<file path="src/rtl/bus_arbiter_n_if.sv">
// Bus-controller interface: per-master request/status in, per-master command and
// bus-ownership selects out.
interface bus_arbiter_n_if #(
    parameter int unsigned M = 4,
    parameter int unsigned S = 3
);
    localparam int unsigned MW   = $clog2(M);
    localparam int unsigned ID_W = $clog2(S + 1);

    logic [M*ID_W-1:0] i_id;
    logic [2*M-1:0]    i_com_state;
    logic [2*M-1:0]    o_cmd;
    logic              o_bus_valid;
    logic [MW-1:0]     o_bus_master;
    logic [ID_W-1:0]   o_bus_slave;

    // Controller side.
    modport master (
        input  i_id,
        input  i_com_state,
        output o_cmd,
        output o_bus_valid,
        output o_bus_master,
        output o_bus_slave
    );

    // Bus-master / environment side.
    modport slave (
        output i_id,
        output i_com_state,
        input  o_cmd,
        input  o_bus_valid,
        input  o_bus_master,
        input  o_bus_slave
    );
endinterface

</file>
<file path="src/rtl/bus_arbiter_n.sv">
// Bus controller granting one of M masters onto one of S slaves: CLEAR/ack handshake,
// fixed-priority or round-robin selection, preemption and timeout-forced split.
module bus_arbiter_n #(
    parameter int unsigned M       = 4,
    parameter int unsigned S       = 3,
    parameter int unsigned MODE    = 0,
    parameter int unsigned PREEMPT = 1,
    parameter int unsigned TIMEOUT = 100
) (
    input  logic            clk,
    input  logic            rstN,
    bus_arbiter_n_if.master bus
);
    localparam int unsigned MW   = $clog2(M);
    localparam int unsigned ID_W = $clog2(S + 1);
    localparam int unsigned TW   = $clog2(TIMEOUT + 1);

    localparam logic [1:0] CmdStopS = 2'b01;
    localparam logic [1:0] CmdStopP = 2'b10;
    localparam logic [1:0] CmdClear = 2'b11;

    localparam logic [1:0] CsEndCom = 2'b00;
    localparam logic [1:0] CsNak    = 2'b01;
    localparam logic [1:0] CsCom    = 2'b11;

    typedef enum logic [2:0] {
        StIdle,
        StGrant,
        StAck,
        StCom,
        StStop,
        StRelease
    } state_e;

    state_e          r_state,      w_state_nxt;
    logic [MW-1:0]   r_winner,     w_winner_nxt;
    logic [ID_W-1:0] r_slave_id,   w_slave_id_nxt;
    logic [MW-1:0]   r_rr_ptr,     w_rr_ptr_nxt;
    logic [TW-1:0]   r_timer,      w_timer_nxt;
    logic [2*M-1:0]  r_cmd,        w_cmd_nxt;
    logic            r_bus_valid,  w_bus_valid_nxt;
    logic [MW-1:0]   r_bus_master, w_bus_master_nxt;
    logic [ID_W-1:0] r_bus_slave,  w_bus_slave_nxt;

    logic [M-1:0]    w_req;
    logic [ID_W-1:0] w_id_slot;
    logic            w_found;
    logic [MW-1:0]   w_sel;
    logic [MW-1:0]   w_scan_idx;
    logic            w_preempt;
    logic [1:0]      w_com;
    logic            w_timer_hit;
    logic [TW-1:0]   w_timer_inc;

    always_comb begin
        w_req     = '0;
        w_id_slot = '0;
        for (int i = 0; i < int'(M); i++) begin
            w_id_slot = bus.i_id[i*ID_W +: ID_W];
            w_req[i]  = (w_id_slot != '0) && (w_id_slot <= ID_W'(S));
        end
    end

    // Scan from the highest offset down so the lowest offset (first in order) wins.
    always_comb begin
        w_found    = 1'b0;
        w_sel      = '0;
        w_scan_idx = '0;
        for (int k = int'(M) - 1; k >= 0; k--) begin
            if (MODE == 0) begin
                w_scan_idx = MW'(k);
            end else begin
                w_scan_idx = MW'((int'(r_rr_ptr) + k) % int'(M));
            end
            if (w_req[w_scan_idx]) begin
                w_found = 1'b1;
                w_sel   = w_scan_idx;
            end
        end
    end

    always_comb begin
        w_preempt = 1'b0;
        for (int j = 0; j < int'(M); j++) begin
            if (w_req[j] && (MW'(j) < r_winner)) begin
                w_preempt = 1'b1;
            end
        end
    end

    assign w_com       = bus.i_com_state[int'(r_winner)*2 +: 2];
    // Hit on the edge at which the timer would reach TIMEOUT.
    assign w_timer_hit = (r_timer >= TW'(TIMEOUT - 1));
    assign w_timer_inc = (r_timer == TW'(TIMEOUT)) ? r_timer : r_timer + 1'b1;

    always_comb begin
        w_state_nxt      = r_state;
        w_winner_nxt     = r_winner;
        w_slave_id_nxt   = r_slave_id;
        w_rr_ptr_nxt     = r_rr_ptr;
        w_timer_nxt      = r_timer;
        w_cmd_nxt        = r_cmd;
        w_bus_valid_nxt  = r_bus_valid;
        w_bus_master_nxt = r_bus_master;
        w_bus_slave_nxt  = r_bus_slave;

        unique case (r_state)
            StIdle: begin
                if (w_found) begin
                    w_winner_nxt   = w_sel;
                    w_slave_id_nxt = bus.i_id[int'(w_sel)*ID_W +: ID_W];
                    w_state_nxt    = StGrant;
                end
            end
            StGrant: begin
                w_cmd_nxt                           = '0;
                w_cmd_nxt[int'(r_winner)*2 +: 2]    = CmdClear;
                w_timer_nxt                         = '0;
                w_state_nxt                         = StAck;
            end
            StAck: begin
                if (w_com == CsCom) begin
                    w_bus_valid_nxt  = 1'b1;
                    w_bus_master_nxt = r_winner;
                    w_bus_slave_nxt  = r_slave_id;
                    w_timer_nxt      = '0;
                    w_state_nxt      = StCom;
                end else if ((w_com == CsNak) || w_timer_hit) begin
                    w_state_nxt = StRelease;
                end else begin
                    w_timer_nxt = w_timer_inc;
                end
            end
            StCom: begin
                if (w_com == CsEndCom) begin
                    w_state_nxt = StRelease;
                end else if ((PREEMPT != 0) && (MODE == 0) && w_preempt) begin
                    w_cmd_nxt[int'(r_winner)*2 +: 2] = CmdStopP;
                    w_state_nxt                      = StStop;
                end else if (w_timer_hit) begin
                    w_cmd_nxt[int'(r_winner)*2 +: 2] = CmdStopS;
                    w_state_nxt                      = StStop;
                end else begin
                    w_timer_nxt = w_timer_inc;
                end
            end
            StStop: begin
                if (w_com == CsEndCom) begin
                    w_state_nxt = StRelease;
                end
            end
            StRelease: begin
                w_rr_ptr_nxt = (r_winner == MW'(M - 1)) ? '0 : r_winner + 1'b1;
                w_state_nxt  = StIdle;
            end
            default: begin
                w_state_nxt = StIdle;
            end
        endcase

        // Ownership and commands drop on the edge that enters RELEASE.
        if (w_state_nxt == StRelease) begin
            w_cmd_nxt       = '0;
            w_bus_valid_nxt = 1'b0;
        end
    end

    always_ff @(posedge clk or negedge rstN) begin
        if (!rstN) begin
            r_state      <= StIdle;
            r_winner     <= '0;
            r_slave_id   <= '0;
            r_rr_ptr     <= '0;
            r_timer      <= '0;
            r_cmd        <= '0;
            r_bus_valid  <= 1'b0;
            r_bus_master <= '0;
            r_bus_slave  <= '0;
        end else begin
            r_state      <= w_state_nxt;
            r_winner     <= w_winner_nxt;
            r_slave_id   <= w_slave_id_nxt;
            r_rr_ptr     <= w_rr_ptr_nxt;
            r_timer      <= w_timer_nxt;
            r_cmd        <= w_cmd_nxt;
            r_bus_valid  <= w_bus_valid_nxt;
            r_bus_master <= w_bus_master_nxt;
            r_bus_slave  <= w_bus_slave_nxt;
        end
    end

    assign bus.o_cmd        = r_cmd;
    assign bus.o_bus_valid  = r_bus_valid;
    assign bus.o_bus_master = r_bus_master;
    assign bus.o_bus_slave  = r_bus_slave;
endmodule
</file>
<file path="src/flat_wrapper.sv">
// flat-port wrapper written by rule: the top's interface ports become plain ports
module bus_arbiter_n_flat 
#(
    parameter int unsigned M       = 4,
    parameter int unsigned S       = 3,
    parameter int unsigned MODE    = 0,
    parameter int unsigned PREEMPT = 1,
    parameter int unsigned TIMEOUT = 100
)
  (clk, rstN, bus_i_id, bus_i_com_state, bus_o_cmd, bus_o_bus_valid, bus_o_bus_master, bus_o_bus_slave);
  bus_arbiter_n_if #(.M(M), .S(S)) bus_i ();
  input  logic clk;
  input  logic rstN;
  input wire logic [$bits(bus_i.i_id)-1:0] bus_i_id;
  input wire logic [$bits(bus_i.i_com_state)-1:0] bus_i_com_state;
  output wire logic [$bits(bus_i.o_cmd)-1:0] bus_o_cmd;
  output wire logic [$bits(bus_i.o_bus_valid)-1:0] bus_o_bus_valid;
  output wire logic [$bits(bus_i.o_bus_master)-1:0] bus_o_bus_master;
  output wire logic [$bits(bus_i.o_bus_slave)-1:0] bus_o_bus_slave;
  assign bus_i.i_id = bus_i_id;
  assign bus_i.i_com_state = bus_i_com_state;
  assign bus_o_cmd = bus_i.o_cmd;
  assign bus_o_bus_valid = bus_i.o_bus_valid;
  assign bus_o_bus_master = bus_i.o_bus_master;
  assign bus_o_bus_slave = bus_i.o_bus_slave;
  bus_arbiter_n #(.M(M), .S(S), .MODE(MODE), .PREEMPT(PREEMPT), .TIMEOUT(TIMEOUT)) u_core (.clk(clk), .rstN(rstN), .bus(bus_i));
endmodule
</file>
<file path="config.mk">
export PLATFORM = sky130hd
export DESIGN_NAME = bus_arbiter_n_flat
export DESIGN_NICKNAME = d
export VERILOG_FILES = /design/src/rtl/bus_arbiter_n_if.sv /design/src/rtl/bus_arbiter_n.sv /design/src/flat_wrapper.sv
export SDC_FILE = /design/constraint.sdc
export NUM_CORES = 1
export LEC_CHECK = 0
export ABC_AREA = 1
export CAP_MARGIN = 5
export CORE_ASPECT_RATIO = 1.1
export CORE_UTILIZATION = 56
export DETAILED_ROUTE_END_ITERATION = 7
export HOLD_SLACK_MARGIN = 0.06
export PLACE_DENSITY = 0.9
export SETUP_SLACK_MARGIN = 0.4
export SLEW_MARGIN = 10
export SYNTH_ARGS = -nofsm -noshare
export SYNTH_HDL_FRONTEND = slang
export SYNTH_SLANG_ARGS = --single-unit
</file>
<file path="constraint.sdc">
create_clock -name clk -period 3.15 [get_ports clk]
set_clock_uncertainty 0.2 [all_clocks]
set_input_delay 0.63 -clock clk [delete_from_list [all_inputs] [get_ports clk]]
set_output_delay 0.63 -clock clk [all_outputs]
set_load 0.005 [all_outputs]
</file>
==> impl_metrics.yaml <==
yosys:
  ys_seq_area_frac: 0.3843
  syn_area_per_cell_um2: 8.176
  synth_most_common_cell: "nand2_1"
  syn_nets: 235
  syn_inst: 215
  yosysWarnings: 0
  netlist_top_cells_count: "nand2_1 (43), inv_1 (30), dfrtp_1 (27), nand3_1 (16), nor2_1 (14)"
  async_reset_ff_frac: 1.000
  synth_area_leaders: "dfrtp_1 (38%), nand2_1 (9.2%), inv_1 (6.4%)"
  ys_seq_elements: 27
  syn_area_um2: 1758
  synth_edf_count: 0
  synth-main-ff-cell: "dfrtp_1"
  synth_top_cell_by_area: "dfrtp_1"
  synth_top_area_share: 0.3843
  ys_types: 30
die:
  core_um2: 2878
  fp.dieW_um: 55.42
  ios: 31
  row_count: 20
  dieArea_um2: 3367
  die_h_um: 60.76
  initial_utilization: 0.6109
placement:
  dp.final_hpwl_mm: 2.905
  dpl_worst_slack_ns: 0.5162
  place_area_um2: 2054
  numPortBuffers: 30
  gp_congestion: 0.8618
clock_network:
  postCtsSetupBuffers: 0
  numCtsBuffers: 3
  cts_tree: "built"
  clk_latency_ns: 0.32
  clock_path_buffers: 2
  clkSlewWorstSetupHoldPaths_ns: 0.14
  cts_resized: 0
  cts_sinks: 27
  holdBufCountCts: 0
  h-tree-depth: 1
  cts_root_buf: "clkbuf_4"
setup_path:
  reg2reg_to: "u_core.r_timer[2]"
  path_max_fanout: 13
  rr_startpoint: "u_core.r_winner[0]"
  critPathKind: "input port to register"
  cp.required_ns: 3.17
  end_kind: "register"
  cp.arrival_ns: 2.31
  start_kind: "input port"
  reg2reg_depth: 11
  r2r_slack_ns: 0.96
worst_hold_path:
  whs_path_depth: 2
  hold_class: "register to register"
  holdPathEnd: "u_core.bus.o_bus_master[0]"
  worstHoldStart: "u_core.bus.o_bus_master[0]"
power:
  p_per_area_nw_per_um2: 834.0
  leakagePower_uw: 0.001012
  ir_drop_mv: 0.5575
final_layout:
  fin_nets: 267
  antenna_cells: 0
  drive_gt1_frac: 0.1463
  nFillCells: 211
  area_growth_pct: 18.36
  final_area_um2: 2081
routing:
  routed_wl_mm: 3.732
  drt_iter0_drc: 104
  wire_per_inst_um: 13.38
  remaining_drc_errors: 0
  viasPerCell: 5.616
  dr.pass1.iters: 4
  vias: 1567
  antenna_left: 0
timing:
  final_hold_viol_count: 0
  slew_violations: 0
  max-slew-margin-rel: 0.7006
  setup_slack_ns: 0.8535
  rsz0062_at_grt: "no"
  finalSetupViolCount: 0
  tightest_slew_ns: 0.4491
  period_share: 0.7291
  whs_ns: 0.3058
  finalCriticalPeriod_ns: 2.297
  setup_tns_ns: 0
  fmax_mhz: 435.4
global_route:
  grt_max_degree: 28
  antenna_found_initial: 0
  grt_first_pass_wirelength_mm: 6.492
  grt-ovfl-total: 0
  grt.total_usage: 0.2467
  grt_pass1_vias: 1480
job:
  cap_violations: 0
run_status:
  status: "finished clean"
[placed cells by master, fill, tap and decap left out, drive strengths merged]
master and n:
buf 1, a31oi 1, nand4 9, a21oi 9, mux2 1, o21ai 18, clkdlybuf4s50 30, nor3 2
o21a 1, nand3 22, clkbuf 4, o2111ai 11, nand2 52, ha 2, nor2 20, inv 35
dfrtp 27, a22oi 1
[critical path: stages]
cell             delay [ns]
clkdlybuf4s50_1        0.44
nor2_1                 0.23
nor2_1                 0.08
nor2_2                 0.16
nand3_2                0.13
inv_1                  0.07
nand2_1                0.08
nand3_4                0.17
nand2_1                0.10
a21oi_1                0.15
nor2_1                 0.06
[worst max path at each step]
stage	slack, ns	endpoint	startpoint
floorplan	1.20	u_core.bus.o_cmd[3]	bus_i_id[3]
CTS	0.88	u_core.r_timer[2]	bus_i_id[4]
global placement	0.57	u_core.r_timer[2]	bus_i_id[4]
global route	0.69	u_core.r_timer[2]	bus_i_id[0]
finish	0.85	u_core.r_timer[2]	bus_i_id[4]
detailed placement	0.52	u_core.r_timer[2]	bus_i_id[4]
[report_power, final]
group	switching, µW	internal (µW)
Clock	98.3	49.6
Combinational	632	383
Sequential	108	464
[state kept, by name (all words and copies together) (netlist names)]
| name | cells |
|---|---|
| u_core.r_winner | 2 |
| u_core.r_state | 3 |
| u_core.bus.o_bus_master | 2 |
| u_core.r_timer | 7 |
| u_core.bus.o_bus_valid | 1 |
| u_core.r_slave_id | 2 |
| u_core.bus.o_cmd | 8 |
| u_core.bus.o_bus_slave | 2 |
[through the flow]
| step | util | instances | total power [µW] |
|---|---|---|---|
| after floorplan | - | 215 | 1355 |
| after global placement | 0.7139 | 275 | 1562 |
| after detailed placement | 0.7139 | 275 | 1588 |
| after CTS | 0.7230 | 279 | 1740 |
| after global routing | 0.7230 | 279 | 1897 |
| final | 0.7230 | 279 | 1735 |
[per-layer routing]
metal / global-route usage / wire length [µm] / vias to the layer above
met2: 0.4509 / 1927 / 49
met3: 0.04264 / 170 / 4
met4: 0.1143 / 28 / 0
met5: 0 / 0 / -
met1: 0.2890 / 1605 / 725
li1: - / - / 789
[cell families (layout without fill, tap and decap cells)]
family	count (synthesis)	after routing	share of synthesized area
adders and majority gates	2	2	0.01423
and+or+nand+nor	105	105	0.3374
muxes	1	1	0.006405
DFF	27	27	0.3843
buffers and inverters	39	70	0.1075
AOI/OAI and AO/OA	41	41	0.1502
[cell type report]
cell class | instances | area [µm²] | share of cell area
timing repair buffer | 31 | 307.8 | 0.1479
multi-input combinational | 149 | 893.4 | 0.4293
clock buffer | 4 | 26.28 | 0.01263
tap | 33 | 41.29 | 0.01984
inverter | 35 | 136.4 | 0.06554
sequential | 27 | 675.6 | 0.3247
(Power assumes the default switching activity.)
